--- config.mk ---
export PLATFORM = sky130hd
export DESIGN_NAME = variable_latency_rob_adapter
export DESIGN_NICKNAME = d
export VERILOG_FILES = /design/src/rtl/variable_latency_rob_pkg.sv /design/src/rtl/variable_latency_rob_slice.sv /design/src/rtl/variable_latency_rob_adapter.sv
export SDC_FILE = /design/constraint.sdc
export NUM_CORES = 1
export LEC_CHECK = 0
export BUFFER_PORTS_ARGS = -buffer_cell sky130_fd_sc_hd__buf_2
export CELL_PAD_IN_SITES_DETAIL_PLACEMENT = 1
export CELL_PAD_IN_SITES_GLOBAL_PLACEMENT = 2
export CORE_AREA = 4 4 346 348
export CTS_BUF_LIST = sky130_fd_sc_hd__clkbuf_8
export CTS_CLUSTER_SIZE = 20
export DETAILED_ROUTE_END_ITERATION = 10
export DIE_AREA = 0 0 350 352
export GPL_TIMING_DRIVEN = 0
export PLACE_DENSITY_LB_ADDON = 0.1
export SYNTH_ARGS = -nofsm -noshare
export SYNTH_HDL_FRONTEND = slang
export SYNTH_SLANG_ARGS = --single-unit
--- constraint.sdc ---
create_clock -name clk_i -period 4.11 [get_ports clk_i]
set_input_delay 0 -clock clk_i [delete_from_list [all_inputs] [get_ports clk_i]]
set_output_delay 0 -clock clk_i [all_outputs]
set_load 0.1 [all_outputs]
--- src/rtl/variable_latency_rob_pkg.sv ---
// Shared sizing helpers for the variable-latency reorder adapter.
package variable_latency_rob_pkg;

  // Transaction tag width: at least one bit even for a single-entry buffer.
  function automatic int id_width(input int max_outstanding);
    return (max_outstanding == 1) ? 1 : $clog2(max_outstanding);
  endfunction

  // Occupancy counter width: must represent 0..max_outstanding inclusive.
  function automatic int count_width(input int max_outstanding);
    return id_width(max_outstanding) + 1;
  endfunction

endpackage

--- src/rtl/variable_latency_rob_slice.sv ---
// One reorder channel: tags requests, captures out-of-order responses,
// and hands them back to the core in issue order.
module variable_latency_rob_slice
  import variable_latency_rob_pkg::*;
#(
  parameter int AddrWidth      = 32,
  parameter int DataWidth      = 32,
  parameter int BeWidth        = DataWidth / 8,
  parameter int MaxOutstanding = 8,
  parameter int IdWidth        = id_width(MaxOutstanding)
) (
  input  logic                 clk_i,
  input  logic                 rst_i,
  input  logic                 core_req_valid_i,
  output logic                 core_req_ready_o,
  input  logic [AddrWidth-1:0] core_req_addr_i,
  input  logic                 core_req_wen_i,
  input  logic [DataWidth-1:0] core_req_wdata_i,
  input  logic [BeWidth-1:0]   core_req_be_i,
  output logic                 core_resp_valid_o,
  input  logic                 core_resp_ready_i,
  output logic [DataWidth-1:0] core_resp_rdata_o,
  output logic                 net_req_valid_o,
  input  logic                 net_req_ready_i,
  output logic [IdWidth-1:0]   net_req_id_o,
  output logic [AddrWidth-1:0] net_req_addr_o,
  output logic                 net_req_wen_o,
  output logic [DataWidth-1:0] net_req_wdata_o,
  output logic [BeWidth-1:0]   net_req_be_o,
  input  logic                 net_resp_valid_i,
  output logic                 net_resp_ready_o,
  input  logic [IdWidth-1:0]   net_resp_id_i,
  input  logic [DataWidth-1:0] net_resp_rdata_i,
  output logic [IdWidth:0]     outstanding_o,
  output logic                 err_o
);

  localparam int CW = IdWidth + 1;
  localparam logic [IdWidth-1:0] PTR_LAST = IdWidth'(MaxOutstanding - 1);

  logic [IdWidth-1:0]   r_head;
  logic [IdWidth-1:0]   r_tail;
  logic [CW-1:0]        r_count;
  logic [MaxOutstanding-1:0] r_valid;
  logic [DataWidth-1:0] r_data [MaxOutstanding];
  logic                 r_err;

  logic               w_full;
  logic               w_alloc;
  logic               w_retire;
  logic               w_resp;
  logic               w_resp_err;
  logic               w_id_ok;
  logic               w_alloc_hit;
  logic [IdWidth-1:0] w_offset;

  // Pointers wrap at MaxOutstanding; also correct for the single-entry case.
  function automatic logic [IdWidth-1:0] ptr_inc(input logic [IdWidth-1:0] p);
    return (p == PTR_LAST) ? '0 : p + 1'b1;
  endfunction

  // Full uses the registered count only, so a retire never frees a slot
  // for a request in the same cycle.
  assign w_full   = (r_count == CW'(MaxOutstanding));
  assign w_alloc  = core_req_valid_i & net_req_ready_i & ~w_full & ~rst_i;
  assign w_retire = r_valid[r_head] & core_resp_ready_i & ~rst_i;
  assign w_resp   = net_resp_valid_i & ~rst_i;

  // An id is allocated when it lies in the window [head, head+count).
  assign w_id_ok     = ({1'b0, net_resp_id_i} < CW'(MaxOutstanding));
  assign w_offset    = net_resp_id_i - r_head;
  assign w_alloc_hit = w_id_ok & ({1'b0, w_offset} < r_count);
  assign w_resp_err  = w_resp & (~w_alloc_hit | r_valid[net_resp_id_i]);

  assign core_req_ready_o  = net_req_ready_i & ~w_full & ~rst_i;
  assign net_req_valid_o   = core_req_valid_i & ~w_full & ~rst_i;
  assign net_req_id_o      = r_tail;
  assign net_req_addr_o    = core_req_addr_i;
  assign net_req_wen_o     = core_req_wen_i;
  assign net_req_wdata_o   = core_req_wdata_i;
  assign net_req_be_o      = core_req_be_i;
  assign net_resp_ready_o  = ~rst_i;
  assign core_resp_valid_o = r_valid[r_head] & ~rst_i;
  assign core_resp_rdata_o = r_data[r_head];
  assign outstanding_o     = r_count;
  assign err_o             = r_err;

  // Pointer, occupancy, valid-bit and sticky error bookkeeping.
  always_ff @(posedge clk_i) begin
    if (rst_i) begin
      r_head  <= '0;
      r_tail  <= '0;
      r_count <= '0;
      r_valid <= '0;
      r_err   <= 1'b0;
    end else begin
      if (w_alloc)  r_tail <= ptr_inc(r_tail);
      if (w_retire) r_head <= ptr_inc(r_head);
      r_count <= r_count + CW'(w_alloc) - CW'(w_retire);
      if (w_retire) r_valid[r_head] <= 1'b0;
      if (w_resp && !w_resp_err) r_valid[net_resp_id_i] <= 1'b1;
      if (w_resp_err) r_err <= 1'b1;
    end
  end

  // Response data capture; written even on a protocol error, never reset.
  always_ff @(posedge clk_i) begin
    if (w_resp && w_id_ok) r_data[net_resp_id_i] <= net_resp_rdata_i;
  end

endmodule

--- src/rtl/variable_latency_rob_adapter.sv ---
// Multi-channel reorder adapter: NumPorts independent reorder slices.
module variable_latency_rob_adapter
  import variable_latency_rob_pkg::*;
#(
  parameter int NumPorts       = 4,
  parameter int AddrWidth      = 32,
  parameter int DataWidth      = 32,
  parameter int BeWidth        = DataWidth / 8,
  parameter int MaxOutstanding = 8
) (
  input  logic                          clk_i,
  input  logic                          rst_i,
  input  logic [NumPorts-1:0]           core_req_valid_i,
  output logic [NumPorts-1:0]           core_req_ready_o,
  input  logic [NumPorts*AddrWidth-1:0] core_req_addr_i,
  input  logic [NumPorts-1:0]           core_req_wen_i,
  input  logic [NumPorts*DataWidth-1:0] core_req_wdata_i,
  input  logic [NumPorts*BeWidth-1:0]   core_req_be_i,
  output logic [NumPorts-1:0]           core_resp_valid_o,
  input  logic [NumPorts-1:0]           core_resp_ready_i,
  output logic [NumPorts*DataWidth-1:0] core_resp_rdata_o,
  output logic [NumPorts-1:0]           net_req_valid_o,
  input  logic [NumPorts-1:0]           net_req_ready_i,
  output logic [NumPorts*id_width(MaxOutstanding)-1:0] net_req_id_o,
  output logic [NumPorts*AddrWidth-1:0] net_req_addr_o,
  output logic [NumPorts-1:0]           net_req_wen_o,
  output logic [NumPorts*DataWidth-1:0] net_req_wdata_o,
  output logic [NumPorts*BeWidth-1:0]   net_req_be_o,
  input  logic [NumPorts-1:0]           net_resp_valid_i,
  output logic [NumPorts-1:0]           net_resp_ready_o,
  input  logic [NumPorts*id_width(MaxOutstanding)-1:0] net_resp_id_i,
  input  logic [NumPorts*DataWidth-1:0] net_resp_rdata_i,
  output logic [NumPorts*(id_width(MaxOutstanding)+1)-1:0] outstanding_o,
  output logic [NumPorts-1:0]           err_o
);

  localparam int IdWidth = id_width(MaxOutstanding);

  // Elaboration-time parameter sanity.
  if ((MaxOutstanding < 1) || ((MaxOutstanding & (MaxOutstanding - 1)) != 0)) begin : g_bad_depth
    $error("MaxOutstanding must be a power of 2 and at least 1");
  end
  if (IdWidth < 1) begin : g_bad_id
    $error("IdWidth must be at least 1");
  end

  // One fully independent reorder slice per channel.
  for (genvar g = 0; g < NumPorts; g++) begin : g_chan
    variable_latency_rob_slice #(
      .AddrWidth      (AddrWidth),
      .DataWidth      (DataWidth),
      .BeWidth        (BeWidth),
      .MaxOutstanding (MaxOutstanding),
      .IdWidth        (IdWidth)
    ) u_slice (
      .clk_i             (clk_i),
      .rst_i             (rst_i),
      .core_req_valid_i  (core_req_valid_i[g]),
      .core_req_ready_o  (core_req_ready_o[g]),
      .core_req_addr_i   (core_req_addr_i[g*AddrWidth +: AddrWidth]),
      .core_req_wen_i    (core_req_wen_i[g]),
      .core_req_wdata_i  (core_req_wdata_i[g*DataWidth +: DataWidth]),
      .core_req_be_i     (core_req_be_i[g*BeWidth +: BeWidth]),
      .core_resp_valid_o (core_resp_valid_o[g]),
      .core_resp_ready_i (core_resp_ready_i[g]),
      .core_resp_rdata_o (core_resp_rdata_o[g*DataWidth +: DataWidth]),
      .net_req_valid_o   (net_req_valid_o[g]),
      .net_req_ready_i   (net_req_ready_i[g]),
      .net_req_id_o      (net_req_id_o[g*IdWidth +: IdWidth]),
      .net_req_addr_o    (net_req_addr_o[g*AddrWidth +: AddrWidth]),
      .net_req_wen_o     (net_req_wen_o[g]),
      .net_req_wdata_o   (net_req_wdata_o[g*DataWidth +: DataWidth]),
      .net_req_be_o      (net_req_be_o[g*BeWidth +: BeWidth]),
      .net_resp_valid_i  (net_resp_valid_i[g]),
      .net_resp_ready_o  (net_resp_ready_o[g]),
      .net_resp_id_i     (net_resp_id_i[g*IdWidth +: IdWidth]),
      .net_resp_rdata_i  (net_resp_rdata_i[g*DataWidth +: DataWidth]),
      .outstanding_o     (outstanding_o[g*(IdWidth+1) +: IdWidth+1]),
      .err_o             (err_o[g])
    );
  end

endmodule
==> out/summary.txt <==
VDD IR max -> 0.251 mV
Skew final -> 29.8 ps
CTS tree -> yes
Setup bufs post-CTS -> 0
Skew-Pair Late Insertion Delay -> 840 ps
Placed cells -> 4559
Clock sink total -> 1112
Max Slew Vio Count -> 0
Fillers -> 11167
Die footprint -> 0.123 sq mm
DR pass1 iterations -> 5
Register area -> 0.0325 sq mm
# IOs -> 886
Dominant combinational cell family by area after synthesis -> multiplexers
Fin cells -> 5202
Synth Cell Area -> 0.0459 sq mm
PortBufs -> 606
Total Wirelength -> 130000 microns
Status -> completed
Element type at the critical path end -> flop
Clock slew at reported path FFs -> 60 ps
# setup viols final -> 0
#FFs+latches synth -> 1112
Flop pwr share -> 51.5%
Mapped Nets -> 2871
Dominant synthesized flop cell -> edfxtp_1
Internal Power -> 17.8 mW
CTS Buf Count -> 182
Global-route wire length before repair -> 189000 microns
Remaining DRCs -> 0
GRT Resource Usage Total -> 20.7%
Vias per inst -> 5.02
CTS Buffer Depth -> 3
Mux share of post-synthesis cell area -> 17.0%
Yosys warnings -> 0
Netlist cell types -> 57
Post-Synth Adder-Cell Area -> 1.66%
Register area share after synthesis -> 70.9%
Fin crit period -> 3870 ps
CP Cell Sequence -> ha_1 > inv_1 > fa_1 > xor2_1 > xnor2_1 > ha_1 > nor2_1 > a211oi_1 > a2111o_1 > dlygate4sd3_1 > buf_2 > o31ai_1 > dlygate4sd3_1
Synth Area in Simple Gates -> 2.14%
Clock root cell -> clkbuf_8
WHS -> 102 ps
Post-route ant nets -> 0
Clock power share -> 35.1%
Min-delay worst type -> input pin to flop
Core ar. -> 0.116 sq mm
Net switching power -> 6.87 mW
Largest net degree at the start of global routing -> 24
NumNets Final -> 4011
Slowest stage cell, crit path -> dlygate4sd3_1
Final Worst Setup Slack -> 242 ps
CP required -> 4890 ps
Placement Setup Slack -> 599 ps
Die W -> 350 microns
Detailed-route via count -> 26114
Row cnt -> 125
Sw Ratio -> 27.8%
Antenna violations before repair -> 18
XOR/XNOR Fraction of Synth Area -> 0.305%
Post-synth EDFFs -> 1024
Placed Area -> 0.0519 sq mm
Cells after synthesis -> 2381
Share of total power in combinational logic -> 13.5%
Kind of start point of the critical path -> flop
H-tree depth -> 4
RSZ-0062 raised after global routing -> no
Gpl congestion -> 0.778
Final Cycle Share -> 94.1%
Initial Util -> 39.5%
Critical path peak fanout -> 9
Arr. time, crit path -> 4650 ps
Vias in the first global route -> 28978
CP peak stage delay -> 580 ps
P_leak -> 20.7 nW
Slew HR -> 23.3%
Final hold vios -> 0
Syn Area/Cell -> 19.3 sq um
Post-DR wirelength/cell -> 24.9 microns
Pwr dens -> 425 mW/mm^2
Share of post-route cells with drive strength above 1 -> 44.9%
DP Wirelength -> 88500 microns
Chip height -> 352 microns
F_max -> 0.259 GHz
Synthesis-to-finish area growth -> 26.7%
WS Path Type -> flop to flop
Max-cap viol count -> 0
Post-synthesis async set-or-reset flop share -> 0%
Synth Area in Compound Gates -> 1.82%
Tightest Pin Transition -> 1150 ps
Design area -> 0.0582 sq mm
Footprint of the multi-input gates -> 0.0107 sq mm
GR Overflow Total -> 0
1st-iter DRT viols -> 1518
==> placed cells by master, fill, tap and decap left out, types with 21 or more instances in the layout <==
master,count
buf_12,21
buf_2,634
buf_4,298
clkbuf_1,66
clkbuf_8,189
clkinv_1,47
dfxtp_1,88
dlygate4sd3_1,302
edfxtp_1,1024
ha_1,48
inv_1,119
mux2_2,139
mux2i_1,33
mux4_2,262
nand2_1,35
nor2_1,40
nor2_4,26
o21ai_0,22
==> Yosys cell counts, drive strengths merged, types with 3 or more instances <==
cell type,instances,area (sq um)
o21ai,22,110
o41ai,4,35.0
o32ai,3,26.3
o311ai,19,166
xor2,12,105
a31o,3,26.3
fa,8,160
inv,51,191
nand3b,5,37.5
a21oi,12,60.1
nand4,6,37.5
a21bo,3,30.0
nand2b,17,106
o31ai,15,113
dfxtp,88,1760
ha,48,601
mux4,262,5900
a21o,4,30.0
or3b,4,35.0
nor4,7,43.8
nor3,15,75.1
or4,3,22.5
nand2,35,131
a32o,8,80.1
nor2b,10,62.6
buf,333,2410
mux2i,33,330
nor2,66,248
clkbuf,67,251
nand3,12,60.1
o22ai,6,37.5
xnor2,4,35.0
edfxtp,1024,30700
and3,6,37.5
or2,3,18.8
a211oi,3,22.5
mux2,139,1570
==> final timing paths <==
| path | cells past startpoint | startpoint | slack [ps] | endpoint |
|---|---|---|---|---|
| max | 13 | g_chan[3].u_slice.r_head[0]$_SDFFE_PP0N_ | 240 | g_chan[3].u_slice.r_valid[5]$_SDFF_PP0_ |
| min | 2 | net_resp_rdata_i[2] | 100 | g_chan[0].u_slice.r_data[7][2]$_DFFE_PP_ |
| max reg2reg | 13 | g_chan[3].u_slice.r_head[0]$_SDFFE_PP0N_ | 240 | g_chan[3].u_slice.r_valid[5]$_SDFF_PP0_ |
| min reg2reg | 2 | g_chan[1].u_slice.r_valid[0]$_SDFF_PP0_ | 510 | g_chan[1].u_slice.r_valid[0]$_SDFF_PP0_ |
==> state kept, by name (all words and copies together), names as in the netlist, named ones only <==
signal	flops
g_chan.u_slice.net_req_id_o	12
g_chan.u_slice.err_o	4
g_chan.u_slice.r_head	12
g_chan.u_slice.outstanding_o	16
g_chan.u_slice.r_data	1024
g_chan.u_slice.r_valid	32
==> power groups by stage <==
stage / combinational [mW] / sequential [mW] / clock [mW]
2_1_floorplan: 2.19 / 13.1 / 0
3_3_place_gp: 3.00 / 12.9 / 0
3_5_place_dp: 3.09 / 12.9 / 0
4_1_cts: 3.36 / 12.7 / 8.97
5_1_grt: 3.48 / 12.7 / 9.51
6_report: 3.33 / 12.7 / 8.66
==> kinds of logic after synthesis <==
| family | count (synthesis) |
|---|---|
| simple gates | 198 |
| xor+xnor | 16 |
| flops | 1112 |
| fa+ha+maj | 56 |
| mux | 434 |
| buf+inv | 452 |
| compound gates | 113 |
==> per-stage QoR <==
step / power (mW) / util [%] / TNS (ps)
floorplan: 15.3 / - / 0
global placement: 15.9 / 43.7 / -636700
detailed placement: 16.0 / 44.6 / 0
CTS: 25.0 / 50.0 / 0
global route: 25.7 / 50.0 / 0
finish: 24.7 / 50.0 / 0
==> worst max-delay path, delay by kind of cell, from the launching register on <==
family,cells,cell delay [ps]
buf+inv,4,1370
flops,1,490
simple gates,1,120
compound gates,3,650
fa+ha+maj,3,880
xor+xnor,2,340
==> routing by layer <==
metal  wire [microns]  up-vias  track usage, %  share of wire [%]
met4             2360        8            5.46                1.8
met2            66800      860            36.2                 52
met1            53100    13542            26.2                 41
met3             7290      162            4.53                5.6
met5               54        -               0              0.042
li1                 -    11542               -                  -
==> layout make-up <==
class	instances	area share, %
well taps	1524	3.28
diodes	11	0.0473
clock buffers	189	4.47
repair buffers	956	11.8
plain buffers	400	4.59
inverters	52	0.336
flip-flops and latches	1112	55.9
multi-input cells	817	18.5
clock inverters	141	1.07
==> repair_timing <==
| action | CTS | global route |
|---|---|---|
| resized for setup | 0 | 2 |
| hold buffers | 302 | 0 |
| endpoints found under the hold margin | 1427 | 0 |
| setup endpoints to repair | 0 | 2 |
(Power assumes the default switching activity.)
